==> src/rtl/mod_sub_stream_pkg.sv <==
`default_nettype none
// ============================================================================
// Module   : mod_sub_stream_pkg
// Brief    : Shared defaults and FSM state type for the streaming modular subtractor.
// Revision : 1.0
// ============================================================================
package mod_sub_stream_pkg;

  localparam int c_DATA_WIDTH = 32;
  localparam int c_N_WIDTH    = 8;
  localparam int c_N_COEF     = 256;
  localparam int c_LATENCY    = 2;

  typedef enum logic [0:0] {
    ST_IDLE = 1'b0,
    ST_BUSY = 1'b1
  } state_e;

endpackage
`default_nettype wire

==> src/rtl/mod_sub_core.sv <==
`default_nettype none
// ============================================================================
// Module   : mod_sub_core
// Brief    : Single conditional +Q correction of a signed difference.
// Revision : 1.0
// ============================================================================
module mod_sub_core
  import mod_sub_stream_pkg::*;
#(
  parameter int DATA_WIDTH = c_DATA_WIDTH
) (
  input  logic [DATA_WIDTH:0]   i_d,
  input  logic [DATA_WIDTH-1:0] i_q,
  output logic [DATA_WIDTH-1:0] o_res
);

  // Sign bit of the widened difference selects the wrap-around correction.
  assign o_res = i_d[DATA_WIDTH] ? (i_d[DATA_WIDTH-1:0] + i_q) : i_d[DATA_WIDTH-1:0];

endmodule
`default_nettype wire

==> src/rtl/mod_sub_stream.sv <==
`default_nettype none
// ============================================================================
// Module   : mod_sub_stream
// Brief    : Two-stage streaming (a - b) mod Q over one polynomial per job.
// Revision : 1.0
// ============================================================================
module mod_sub_stream
  import mod_sub_stream_pkg::*;
#(
  parameter int DATA_WIDTH = c_DATA_WIDTH,
  parameter int N_WIDTH    = c_N_WIDTH,
  parameter int N_COEF     = c_N_COEF
) (
  input  logic                  clk,
  input  logic                  rst,
  input  logic                  i_start,
  input  logic [DATA_WIDTH-1:0] i_q,
  input  logic                  i_in_valid,
  output logic                  o_in_ready,
  input  logic [DATA_WIDTH-1:0] i_a,
  input  logic [DATA_WIDTH-1:0] i_b,
  output logic                  o_out_valid,
  input  logic                  i_out_ready,
  output logic [DATA_WIDTH-1:0] o_out,
  output logic [N_WIDTH-1:0]    o_out_idx,
  output logic                  o_busy,
  output logic                  o_done
);

  localparam int CNT_W = N_WIDTH + 1;
  localparam logic [CNT_W-1:0] c_CNT_FULL = CNT_W'(N_COEF);
  localparam logic [CNT_W-1:0] c_CNT_LAST = CNT_W'(N_COEF - 1);

  state_e                r_state;
  state_e                w_state_nxt;
  logic [DATA_WIDTH-1:0] r_q;
  logic [CNT_W-1:0]      r_in_cnt;
  logic [CNT_W-1:0]      r_out_cnt;
  logic                  r_s1_valid;
  logic [DATA_WIDTH:0]   r_s1_d;
  logic [N_WIDTH-1:0]    r_s1_idx;
  logic                  r_out_valid;
  logic [DATA_WIDTH-1:0] r_out;
  logic [N_WIDTH-1:0]    r_out_idx;
  logic                  r_done;

  logic                  w_busy;
  logic                  w_start_acc;
  logic                  w_s2_adv;
  logic                  w_s1_adv;
  logic                  w_in_ready;
  logic                  w_in_fire;
  logic                  w_out_fire;
  logic                  w_last_fire;
  logic [DATA_WIDTH:0]   w_d;
  logic [DATA_WIDTH-1:0] w_res;

  assign w_busy      = (r_state == ST_BUSY);
  assign w_start_acc = !w_busy && i_start;
  assign w_s2_adv    = !r_out_valid || i_out_ready;
  assign w_s1_adv    = !r_s1_valid || w_s2_adv;
  assign w_in_ready  = w_busy && (r_in_cnt < c_CNT_FULL) && w_s1_adv;
  assign w_in_fire   = i_in_valid && w_in_ready;
  assign w_out_fire  = r_out_valid && i_out_ready;
  assign w_last_fire = w_out_fire && (r_out_cnt == c_CNT_LAST);
  assign w_d         = {i_a[DATA_WIDTH-1], i_a} - {i_b[DATA_WIDTH-1], i_b};

  mod_sub_core #(.DATA_WIDTH(DATA_WIDTH)) u_core (
    .i_d   (r_s1_d),
    .i_q   (r_q),
    .o_res (w_res)
  );

  always_ff @(posedge clk) begin
    if (rst) r_state <= ST_IDLE;
    else     r_state <= w_state_nxt;
  end

  always_comb begin
    w_state_nxt = r_state;
    case (r_state)
      ST_IDLE: if (i_start)     w_state_nxt = ST_BUSY;
      ST_BUSY: if (w_last_fire) w_state_nxt = ST_IDLE;
      default:                  w_state_nxt = ST_IDLE;
    endcase
  end

  always_ff @(posedge clk) begin
    if (rst) begin
      r_q         <= '0;
      r_in_cnt    <= '0;
      r_out_cnt   <= '0;
      r_s1_valid  <= 1'b0;
      r_s1_d      <= '0;
      r_s1_idx    <= '0;
      r_out_valid <= 1'b0;
      r_out       <= '0;
      r_out_idx   <= '0;
      r_done      <= 1'b0;
    end else begin
      r_done <= w_last_fire;
      if (w_start_acc) begin
        r_q       <= i_q;
        r_in_cnt  <= '0;
        r_out_cnt <= '0;
      end else begin
        if (w_in_fire)  r_in_cnt  <= r_in_cnt + 1'b1;
        if (w_out_fire) r_out_cnt <= r_out_cnt + 1'b1;
      end
      if (w_s1_adv) begin
        r_s1_valid <= w_in_fire;
        if (w_in_fire) begin
          r_s1_d   <= w_d;
          r_s1_idx <= r_in_cnt[N_WIDTH-1:0];
        end
      end
      // Stage 2 holds its result untouched while the consumer stalls.
      if (w_s2_adv) begin
        r_out_valid <= r_s1_valid;
        if (r_s1_valid) begin
          r_out     <= w_res;
          r_out_idx <= r_s1_idx;
        end
      end
    end
  end

  assign o_in_ready  = w_in_ready;
  assign o_out_valid = r_out_valid;
  assign o_out       = r_out;
  assign o_out_idx   = r_out_idx;
  assign o_busy      = w_busy;
  assign o_done      = r_done;

endmodule
`default_nettype wire

==> config.mk <==
export PLATFORM = sky130hd
export DESIGN_NAME = mod_sub_stream
export DESIGN_NICKNAME = d
export VERILOG_FILES = /design/src/rtl/mod_sub_stream_pkg.sv /design/src/rtl/mod_sub_core.sv /design/src/rtl/mod_sub_stream.sv
export SDC_FILE = /design/constraint.sdc
export NUM_CORES = 1
export LEC_CHECK = 0
export BUFFER_PORTS_ARGS = -buffer_cell sky130_fd_sc_hd__buf_2
export CORE_MARGIN = 5
export CORE_UTILIZATION = 57
export DETAILED_ROUTE_END_ITERATION = 6
export GPL_ROUTABILITY_DRIVEN = 0
export PLACE_DENSITY = 0.81
export SLEW_MARGIN = 10
export SYNTH_ARGS = -nofsm -noshare
export SYNTH_HDL_FRONTEND = slang
export SYNTH_HIERARCHICAL = 1
export SYNTH_SLANG_ARGS = --single-unit
export TNS_END_PERCENT = 100
==> constraint.sdc <==
create_clock -name clk -period 4.05 [get_ports clk]
set_input_delay 1.215 -clock clk [delete_from_list [all_inputs] [get_ports clk]]
set_output_delay 1.215 -clock clk [all_outputs]
set_load 0.03 [all_outputs]
==> run metrics, run 1 <==
result of the run finished clean; Max Transition Viols Final 0; relative max-transition margin 54.9%; post-synthesis cell count 1104; wire length of the first global-routing pass 35200 um; per-cell routed wire length between 15 and 20 um; top cells by area, synth sky130_fd_sc_hd__dfxtp_1 (31%), sky130_fd_sc_hd__nand2_1 (10%), sky130_fd_sc_hd__ha_1 (9.6%); dpl hpwl 16000 um; remaining global-route overflow 0; startpoint kind of the worst setup timing path flop; PD cells 373 nW/um^2; Total Negative Setup Slacks 0 ns; reported max-cap violation count 0; area share of the leading cell type in the synthesized netlist a little under a third; H-Tree Level Count 4; final critical-path required period 3.27 ns; kind of end point of the critical path flop; number of buffers inserted by hold repair at cts 0; placement row count between 40 and 50; diode count 0; Post-CTS Resized 0; type of the worst setup path flop to flop; number of cells traversed by the worst hold path 2; number of cells on the critical path 12; number of distinct library cell variants in the gate-level netlist after synthesis 71; clock network latency to the later pin of the worst-skew pair 0.42 ns; via total after detailed routing 8105; initial DRC count 566; cells on worst reg2reg path 12; total power of the final layout 3.74 mW; number of CTS-inserted buffers 17; static leakage 4.64 nW; setup repair after global routing missed its margin false; Vias per Instance 5.73; cells traversed along the worst timing path ha_1 -> fa_1 -> a21o_1 -> a221oi_2 -> o31ai_4 -> a211oi_2 -> o41a_1 -> o21ai_1 -> xor2_1 -> mux2_2 -> nand2_1 -> a21oi_1; initial antenna violation count 0; post-route cell area ~10000 um^2; average cell area after synthesis just under 8 um^2; Detail Route Antenna Nets 0; top library cells by usage in the layout, fill and taps aside sky130_fd_sc_hd__nand2_1 (233), sky130_fd_sc_hd__a21oi_1 (159), sky130_fd_sc_hd__buf_2 (143); IO Pins between 100 and 150; global routing usage summed across all routing layers 23.8%; CTS Sinks 135; total wire length after detailed routing 21600 um; Synth Cell Area 8620 um^2; clock slew at reported path FFs 0.06 ns; total number of yosys warnings 6; final-layout worst hold slack 0.448 ns; number of port buffers 144; Final Net Count 1384; Cell Count Post-Placement 1384; setup violators final 0; Die Width 133 um; Peak supply drop about 0.3 mV; area used by sequential logic in the layout 2700 um^2; Largest delay share family, worst path compound AO/OA/AOI/OAI gates; area occupied by multi-input gates 5540 um^2; synth-to-layout area growth 16.4%; largest fanout on the critical path 4; Main synth FF type sky130_fd_sc_hd__dfxtp_1; most common cell after layout, fill and taps aside sky130_fd_sc_hd__nand2_1; Hold WC Path Type flop to flop; post-route clock period utilization about four fifths; CP peak stage delay 0.42 ns; CORE AREA 15000 um^2; number of global-route vias before repair 7491; number of failing hold endpoints at the final stage 0; number of fill cells 1316; Max Root-Sink Buffers 2; proportion of synthesized chip area in sequential cells 31.3%; master of the slowest instance on the critical path sky130_fd_sc_hd__fa_1; Synth Net Count 1273; worst path bufs/invs 0; Pre-Repair DR Iteration Count 5; Clock Root Buffer sky130_fd_sc_hd__clkbuf_16; post-CTS setup buffer count 0; number of register bits inferred by synthesis 135; number of remaining DRC errors 0; Post-synth EDFFs 0; async set or reset register ratio after synthesis 0%; die footprint 17700 um^2; maximum number of pins on one net before global-route repair 63; DIE HEIGHT about 130 um; maximum operating frequency 306 MHz; placed standard-cell area 9430 um^2; Starting Density a little under three fifths; Data required, critical path between 4 and 5 ns; share of final-layout standard cells stronger than drive strength 1 19.2%; final setup skew a little under 0.01 ns; transition time at the pin with the least slew margin between 0.6 and 0.7 ns; biggest area consumer among synthesized cells sky130_fd_sc_hd__dfxtp_1; CP arrival about 3.5 ns; non-filler cells in the finished layout 1415; TritonCTS clock tree yes
==> final cells by class <==
type                    instances  share of cell area (%)
multi-input cells             866                    55.2
clock buffers                  19                    4.31
well taps                     188                    2.34
inverters                      41                    1.53
flip-flops and latches        135                    26.9
clock inverters                12                    1.77
repair buffers                154                    7.95
==> worst paths after layout <==
path,from,to,slack (ns)
min reg2reg,o_out[6],o_out[6],0.45
max reg2reg,r_s1_d[0],o_out[24],0.78
max,r_s1_d[0],o_out[24],0.78
min,o_out[6],o_out[6],0.45
==> power breakdown <==
| part | switching [mW] | internal [mW] | total [mW] |
|---|---|---|---|
| registers | 0.0431 | 1.37 | 1.42 |
| logic | 0.424 | 0.297 | 0.720 |
| clock network | 0.577 | 1.03 | 1.60 |
==> synthesized netlist by cell type (23+ instances only) <==
master                     instances
sky130_fd_sc_hd__nand2_1         233
sky130_fd_sc_hd__dfxtp_1         135
sky130_fd_sc_hd__a21o_1           39
sky130_fd_sc_hd__mux2_2           25
sky130_fd_sc_hd__ha_1             66
sky130_fd_sc_hd__clkbuf_1         47
sky130_fd_sc_hd__xor2_1           24
sky130_fd_sc_hd__xnor2_1          45
sky130_fd_sc_hd__a21oi_1         159
sky130_fd_sc_hd__o21ai_0          23
sky130_fd_sc_hd__inv_1            41
sky130_fd_sc_hd__nor2_1           67
==> flip-flops by register name, summed over array words and instances (netlist names) <==
| register | count |
|---|---|
| r_s1_d | 33 |
| o_out | 32 |
| r_q | 32 |
| r_in_cnt | 9 |
| r_out_cnt | 9 |
| o_out_idx | 8 |
| r_s1_idx | 8 |
| o_busy | 1 |
| o_done | 1 |
| o_out_valid | 1 |
| r_s1_valid | 1 |
==> metrics by stage <==
step	util, %	setup slack, ns
6_report	66.8	0.785
4_1_cts	66.8	0.809
5_1_grt	66.8	0.650
2_1_floorplan	-	0.780
3_3_place_gp	62.7	0.532
3_5_place_dp	62.7	0.471
==> cell families after synthesis <==
| family | after synthesis | synth area share [%] |
|---|---|---|
| AND/OR/NAND/NOR | 379 | 18.7 |
| adder cells (fa/ha/maj) | 68 | 10.0 |
| AO/OA/AOI/OAI | 323 | 24.9 |
| buffers and inverters | 103 | 4.54 |
| XOR/XNOR | 69 | 7.01 |
| flip-flops | 135 | 31.3 |
| multiplexers | 27 | 3.50 |
==> layer usage <==
metal	vias up	wire length [um]	GRT usage, %	share of wire (%)
met1	3730	10100	32.4	47
met3	17	1380	5.10	6.4
li1	4079	-	-	-
met2	279	9910	38.6	46
met5	-	0	0	0
met4	0	225	5.77	1.0
==> tightest hold or removal path, cell delays in order, from the launching register on <==
cell and delay (ns):
sky130_fd_sc_hd__dfxtp_1 0.30, sky130_fd_sc_hd__nand2_1 0.05, sky130_fd_sc_hd__a21oi_1 0.05
(Power assumes the default switching activity.)
==> run 2, diff against run 1 <==
==> constraint.sdc (replaced) <==
create_clock -name clk -period 3.1 [get_ports clk]
set_input_delay 0.93 -clock clk [delete_from_list [all_inputs] [get_ports clk]]
set_output_delay 0.93 -clock clk [all_outputs]
set_load 0.03 [all_outputs]
==> run 2 against run 1 <==
Compared with the run above: power increased by 29%; hold slack improved by 0.0012 ns; final area increased by 2.3%; combinational power increased by 38%; core utilization increased by 1.6 points; largest power group unchanged; maximum frequency increased by 9.4%; wire length increased by 0.15%; critical path type unchanged.
==> run metrics, run 2 (synthesis gave the netlist of run 1 again) <==
TritonCTS clock tree yes (unchanged); most common cell after layout, fill and taps aside sky130_fd_sc_hd__nand2_1 (unchanged); fraction of power consumed by the clock network 41.1% (was 42.9%); synth-to-layout area growth 19.1% (was 16.4%); sequential fraction of design power 38.3% (was 37.9%); type of the worst setup path flop to flop (unchanged); Starting Density 57.4% (unchanged); reported max-cap violation count 0 (unchanged); final setup skew 0.00772 ns (was 0.00975 ns); Peak supply drop 0.367 mV (was 0.298 mV); remaining global-route overflow 0 (unchanged); setup violators final 0 (unchanged); wire length of the first global-routing pass 35700 um (was 35200 um); per-cell routed wire length 14.9 um (was 15.2 um); Max Root-Sink Buffers 2 (unchanged); master of the slowest instance on the critical path sky130_fd_sc_hd__or4b_1 (was sky130_fd_sc_hd__fa_1); register bank with the most flops r_s1_d (unchanged); total wire length after detailed routing 21600 um (about the same); diode count 0 (unchanged); H-Tree Level Count 4 (unchanged); clock network latency to the later pin of the worst-skew pair 0.42 ns (about the same); CP peak stage delay 0.53 ns (was 0.42 ns); Detail Route Antenna Nets 0 (unchanged); number of cells traversed by the worst hold path 2 (unchanged); startpoint kind of the worst setup timing path flop (unchanged); cells on worst reg2reg path 12 (unchanged); Max Transition Viols Final 0 (unchanged); DIE HEIGHT 133 um (unchanged); transition time at the pin with the least slew margin 0.886 ns (was 0.676 ns); Die Width 133 um (unchanged); flip-flop count of the largest register after layout 33 (unchanged); Data required, critical path 3.44 ns (was 4.31 ns); Pre-Repair DR Iteration Count 7 (was 5); Vias per Instance 5.64 (was 5.73); placement row count 45 (unchanged); initial antenna violation count 0 (unchanged); sw power 1.40 mW (was 1.04 mW); kind of end point of the critical path flop (unchanged); logic gate share of total power 20.5% (was 19.2%); Worst Hold End o_out[3] (was o_out[6]); die footprint 17700 um^2 (unchanged); share of final-layout standard cells stronger than drive strength 1 21.5% (was 19.2%); CTS Sinks 135 (unchanged); CORE AREA 15000 um^2 (unchanged); clock slew at reported path FFs 0.06 ns (about the same); final-layout worst hold slack 0.449 ns (was 0.448 ns); largest fanout on the critical path 5 (was 4); dpl hpwl 16000 um (about the same); IO Pins 145 (unchanged); cell internal pwr 3.43 mW (was 2.70 mW); number of global-route vias before repair 7662 (was 7491); worst reg2reg path endpoint o_out[30] (was o_out[24]); number of CTS-inserted buffers 17 (unchanged); post-route clock period utilization 96.3% (was 80.6%); minimum setup slack among reg-to-reg paths 0.12 ns (was 0.78 ns); worst path bufs/invs 0 (unchanged); global routing usage summed across all routing layers 24.1% (was 23.8%); total power of the final layout 4.83 mW (was 3.74 mW); initial DRC count 588 (was 566); Largest delay share family, worst path compound AO/OA/AOI/OAI gates (unchanged); static leakage 4.78 nW (was 4.64 nW); number of failing hold endpoints at the final stage 0 (unchanged); Final Net Count 1417 (was 1384); final cell utilization of the core 68.3% (was 66.8%); maximum operating frequency 335 MHz (was 306 MHz); final critical-path required period 2.98 ns (was 3.27 ns); PD cells 470 nW/um^2 (was 373 nW/um^2); cells traversed along the worst timing path ha_2 -> fa_1 -> a21o_1 -> a221oi_4 -> o31ai_4 -> a211oi_2 -> o41ai_2 -> a21oi_2 -> or4b_1 -> nand3_1 -> nand2_1 -> a21oi_1 (was ha_1 -> fa_1 -> a21o_1 -> a221oi_2 -> o31ai_4 -> a211oi_2 -> o41a_1 -> o21ai_1 -> xor2_1 -> mux2_2 -> nand2_1 -> a21oi_1); number of port buffers 144 (unchanged); maximum number of pins on one net before global-route repair 70 (was 63); number of remaining DRC errors 0 (unchanged); Worst Min Path Start o_out[3] (was o_out[6]); number of fill cells 1255 (was 1316); relative max-transition margin 40.7% (was 54.9%); Clock Root Buffer sky130_fd_sc_hd__clkbuf_16 (unchanged); Hold WC Path Type flop to flop (unchanged); reg-to-reg critical path startpoint r_q[0] (was r_s1_d[0]); top library cells by usage in the layout, fill and taps aside sky130_fd_sc_hd__nand2_1 (233), sky130_fd_sc_hd__a21oi_1 (159), sky130_fd_sc_hd__buf_2 (143) (unchanged); via total after detailed routing 8161 (was 8105); CP arrival 3.33 ns (was 3.53 ns); switching part of the total power 28.9% (was 27.9%); result of the run finished clean (unchanged)
==> run 2: cell count changes in the layout (fill, tap and decap cells not counted), moves of 2 or more <==
cell,before,now
sky130_fd_sc_hd__inv_6,1,4
sky130_fd_sc_hd__bufinv_16,4,2
sky130_fd_sc_hd__clkbuf_1,2,0
sky130_fd_sc_hd__buf_4,11,44
sky130_fd_sc_hd__clkinvlp_4,1,3
==> run 2: routing by layer <==
metal / wire length (um) / global-route usage [%] / part of all wire [%]
met5: 0 / 0 / 0
met1: 9690 / 31.9 / 45
met3: 1660 / 5.59 / 7.7
met2: 9880 / 39.4 / 46
met4: 375 / 6.58 / 1.7
==> run 2: tightest hold or removal path, stage by stage (launching register included) <==
cell and delay [ns]:
sky130_fd_sc_hd__dfxtp_1 0.30, sky130_fd_sc_hd__nand2_1 0.05, sky130_fd_sc_hd__a21oi_1 0.05
==> run 2: final cells by class <==
type / instances / area (um^2) / share of cell area (%)
sequential: 135 / 2700 / 26.3
tap: 188 / 235 / 2.29
clock buffer: 18 / 439 / 4.28
clock inverter: 13 / 145 / 1.41
inverter: 41 / 154 / 1.50
timing repair buffer: 187 / 1050 / 10.2
multi-input combinational: 866 / 5550 / 54.0
==> run 2: metrics by stage <==
step	setup TNS, ns	area [um^2]	cells	worst slack (ns)
floorplan	0	8620	1104	0.115
CTS	0	10200	1447	0.0470
global placement	-0.0627	9670	1416	-0.0331
global route	-0.00198	10300	1448	-0.00198
finish	0	10300	1448	0.116
detailed placement	-0.205	9670	1416	-0.0483
==> run 2: how the worst max path moves through the flow <==
stage / start / end / slack (ns) / depth (start not counted)
floorplan: i_a[0] / r_s1_d[24] / 0.12 / 11
global placement: i_a[0] / r_s1_d[26] / -0.03 / 13
detailed placement: i_a[0] / r_s1_d[26] / -0.05 / 13
CTS: r_q[0] / o_out[24] / 0.05 / 12
global route: r_q[0] / o_out[24] / -0.002 / 12
finish: r_q[0] / o_out[30] / 0.12 / 12
==> run 2: timing repair <==
action | in CTS | in global routing
buffers inserted | 0 | 1
endpoints found under the setup margin | 0 | 6
hold buffers | 0 | 0
gates resized for setup | 0 | 2
==> run 2: power by group through the flow <==
stage | sequential, mW | clock, mW | combinational (mW)
2_1_floorplan | 1.88 | 0 | 0.691
3_5_place_dp | 1.89 | 0 | 0.972
4_1_cts | 1.85 | 2.00 | 0.984
3_3_place_gp | 1.88 | 0 | 0.960
5_1_grt | 1.86 | 2.08 | 1.10
6_report | 1.85 | 1.99 | 0.991
==> run 3, diff against run 2 <==
--- a/config.mk
+++ b/config.mk
@@ -6,7 +6,7 @@
 export NUM_CORES = 1
 export LEC_CHECK = 0
 export BUFFER_PORTS_ARGS = -buffer_cell sky130_fd_sc_hd__buf_2
-export CORE_MARGIN = 5
+export CORE_MARGIN = 1.5
 export CORE_UTILIZATION = 57
 export DETAILED_ROUTE_END_ITERATION = 6
 export GPL_ROUTABILITY_DRIVEN = 0
==> run 3 against run 2 <==
Compared with the run above: final area about the same; count of clock-buffer cells in the layout fell by 1; the flow now finishes with violations (DRC); wire length decreased by 0.80%; power decreased by 0.79%; clock skew increased by 0.0013 ns; critical path type unchanged; global-route usage increased by 3.1 points; register-to-register slack better by 0.03 ns; first-iteration DRC count grew 6.6%; highest routed layer unchanged; combinational power is essentially flat; cell count is 0.14% lower.
==> run metrics, run 3 (synthesis gave the netlist of run 1 again) <==
initial antenna violation count 0 (unchanged); flip-flop count of the largest register after layout 33 (unchanged); Final Net Count 1418 (was 1417); per-cell routed wire length 14.8 um (was 14.9 um); diode count 0 (unchanged); CP arrival 3.26 ns (was 3.33 ns); post-CTS setup buffer count 0 (unchanged); number of remaining DRC errors 10 (was 0); kind of end point of the critical path flop (unchanged); number of global-route vias before repair 7543 (was 7662); highest layer used for signal routing met4 (unchanged); placed standard-cell area 9680 um^2 (was 9670 um^2); Detail Route Antenna Nets 0 (unchanged); global routing usage summed across all routing layers 27.1% (was 24.1%); initial DRC count 627 (was 588); wire length of the first global-routing pass 35400 um (was 35700 um); clock slew at reported path FFs 0.06 ns (about the same); post-route cell area 10300 um^2 (about the same); Max Transition Viols Final 0 (unchanged); result of the run complete, but fails checks (was finished clean); Pre-Repair DR Iteration Count 7 (unchanged); via total after detailed routing 8149 (was 8161); number of fill cells 1231 (was 1255); share of final-layout standard cells stronger than drive strength 1 21.8% (was 21.5%); remaining global-route overflow 0 (unchanged); area used by sequential logic in the layout 2700 um^2 (unchanged); IO Pins 145 (unchanged); TritonCTS clock tree yes (unchanged); relative max-transition margin 49.1% (was 40.7%); reported max-cap violation count 0 (unchanged); Starting Density 58.9% (was 57.4%); transition time at the pin with the least slew margin 0.763 ns (was 0.886 ns); largest fanout on the critical path 3 (was 5); register bank with the most flops r_s1_d (unchanged); total wire length after detailed routing 21400 um (was 21600 um); maximum number of pins on one net before global-route repair 78 (was 70); setup violators final 0 (unchanged); PD cells 467 nW/um^2 (was 470 nW/um^2); Data required, critical path 3.40 ns (was 3.44 ns); Peak supply drop 0.489 mV (was 0.367 mV); CTS Sinks 135 (unchanged); setup repair after global routing missed its margin false; placement row count 44 (was 45); Post-CTS Resized 0 (unchanged); clock network latency to the later pin of the worst-skew pair 0.42 ns (about the same); number of port buffers 144 (unchanged); H-Tree Level Count 4 (unchanged); CORE AREA 14600 um^2 (was 15000 um^2); area occupied by multi-input gates 5570 um^2 (was 5550 um^2); total power of the final layout 4.79 mW (was 4.83 mW); final critical-path required period 2.96 ns (was 2.98 ns); Clock Root Buffer sky130_fd_sc_hd__clkbuf_16 (unchanged); final setup skew 0.00904 ns (was 0.00772 ns); synth-to-layout area growth 19.1% (about the same); number of CTS-inserted buffers 17 (unchanged); number of buffers inserted by hold repair at cts 0 (unchanged); maximum operating frequency 338 MHz (was 335 MHz); top library cells by usage in the layout, fill and taps aside sky130_fd_sc_hd__nand2_1 (233), sky130_fd_sc_hd__a21oi_1 (159), sky130_fd_sc_hd__buf_2 (143) (unchanged); static leakage 4.79 nW (was 4.78 nW); number of failing hold endpoints at the final stage 0 (unchanged); Die Width 126 um (was 133 um); startpoint kind of the worst setup timing path flop (unchanged); Max Root-Sink Buffers 2 (unchanged); post-route clock period utilization 95.4% (was 96.3%); met3 WL 1370 um (was 1660 um); type of the worst setup path flop to flop (unchanged); violations in the final reports DRC; most common cell after layout, fill and taps aside sky130_fd_sc_hd__nand2_1 (unchanged); die footprint 15900 um^2 (was 17700 um^2); dpl hpwl 15800 um (was 16000 um); M1 wire length 10100 um (was 9690 um); DIE HEIGHT 126 um (was 133 um); Vias per Instance 5.64 (about the same); met2 WL post-DR 9550 um (was 9880 um); Hold WC Path Type flop to flop (unchanged)
## run 3: changes by cell type in the layout (fill, tap and decap cells not counted), sizes merged
| cell | delta |
|---|---|
| clkinv | +2 |
| bufinv | -1 |
| clkbuf | -1 |
| buf | +1 |
| inv | +2 |
| clkinvlp | -1 |
## run 3: area by class of cell
type                            count  area share [%]
Timing Repair Buffer              188            10.3
Clock buffer                       17            4.14
Multi-Input combinational cell    866            54.2
Sequential cell                   135            26.3
Inverter                           41            1.50
Tap cell                          184            2.24
Clock inverter                     15            1.39
## run 3: where the power goes
group | total [mW] | switching (mW) | internal [mW]
Clock | 1.94 | 0.819 | 1.12
Sequential | 1.85 | 0.0543 | 1.80
Combinational | 1.01 | 0.576 | 0.430
Total | 4.79 | 1.45 | 3.34
## run 3: per-stage QoR
stage / setup TNS (ns) / utilization (%) / hold WS [ns] / instances / setup slack, ns
after global routing: 0 / 70.2 / 0.464 / 1446 / 0.0115
after floorplan: 0 / - / 0.428 / 1104 / 0.115
final: 0 / 70.2 / 0.451 / 1446 / 0.142
after detailed placement: -0.700 / 66.1 / 0.446 / 1414 / -0.119
after global placement: -0.0700 / 66.1 / 0.440 / 1414 / -0.0330
after CTS: 0 / 70.0 / 0.454 / 1446 / 0.0247
## run 3: final timing paths
kind	start	to	slack [ns]	depth (start not counted)
worst max-delay path	r_s1_d[1]	o_out[27]	0.14	11
worst min-delay path	o_out[6]	o_out[6]	0.45	2
worst max register to register	r_s1_d[1]	o_out[27]	0.14	11
worst min register to register	o_out[6]	o_out[6]	0.45	2
## run 3: worst max-delay path, stage by stage, from the launching register on
cell	delay, ns
sky130_fd_sc_hd__dfxtp_1	0.41
sky130_fd_sc_hd__ha_1	0.30
sky130_fd_sc_hd__a211o_1	0.32
sky130_fd_sc_hd__a211o_1	0.37
sky130_fd_sc_hd__a31oi_2	0.23
sky130_fd_sc_hd__o21ai_1	0.15
sky130_fd_sc_hd__a221o_1	0.36
sky130_fd_sc_hd__a21oi_1	0.23
sky130_fd_sc_hd__xnor2_1	0.09
sky130_fd_sc_hd__mux2_2	0.26
sky130_fd_sc_hd__nand2_1	0.06
sky130_fd_sc_hd__a21oi_1	0.06
## run 3: layer usage
metal	GRT usage, %	up-vias
li1	-	4143
met2	43.2	280
met3	5.01	37
met5	0	-
met4	9.60	0
met1	37.1	3689
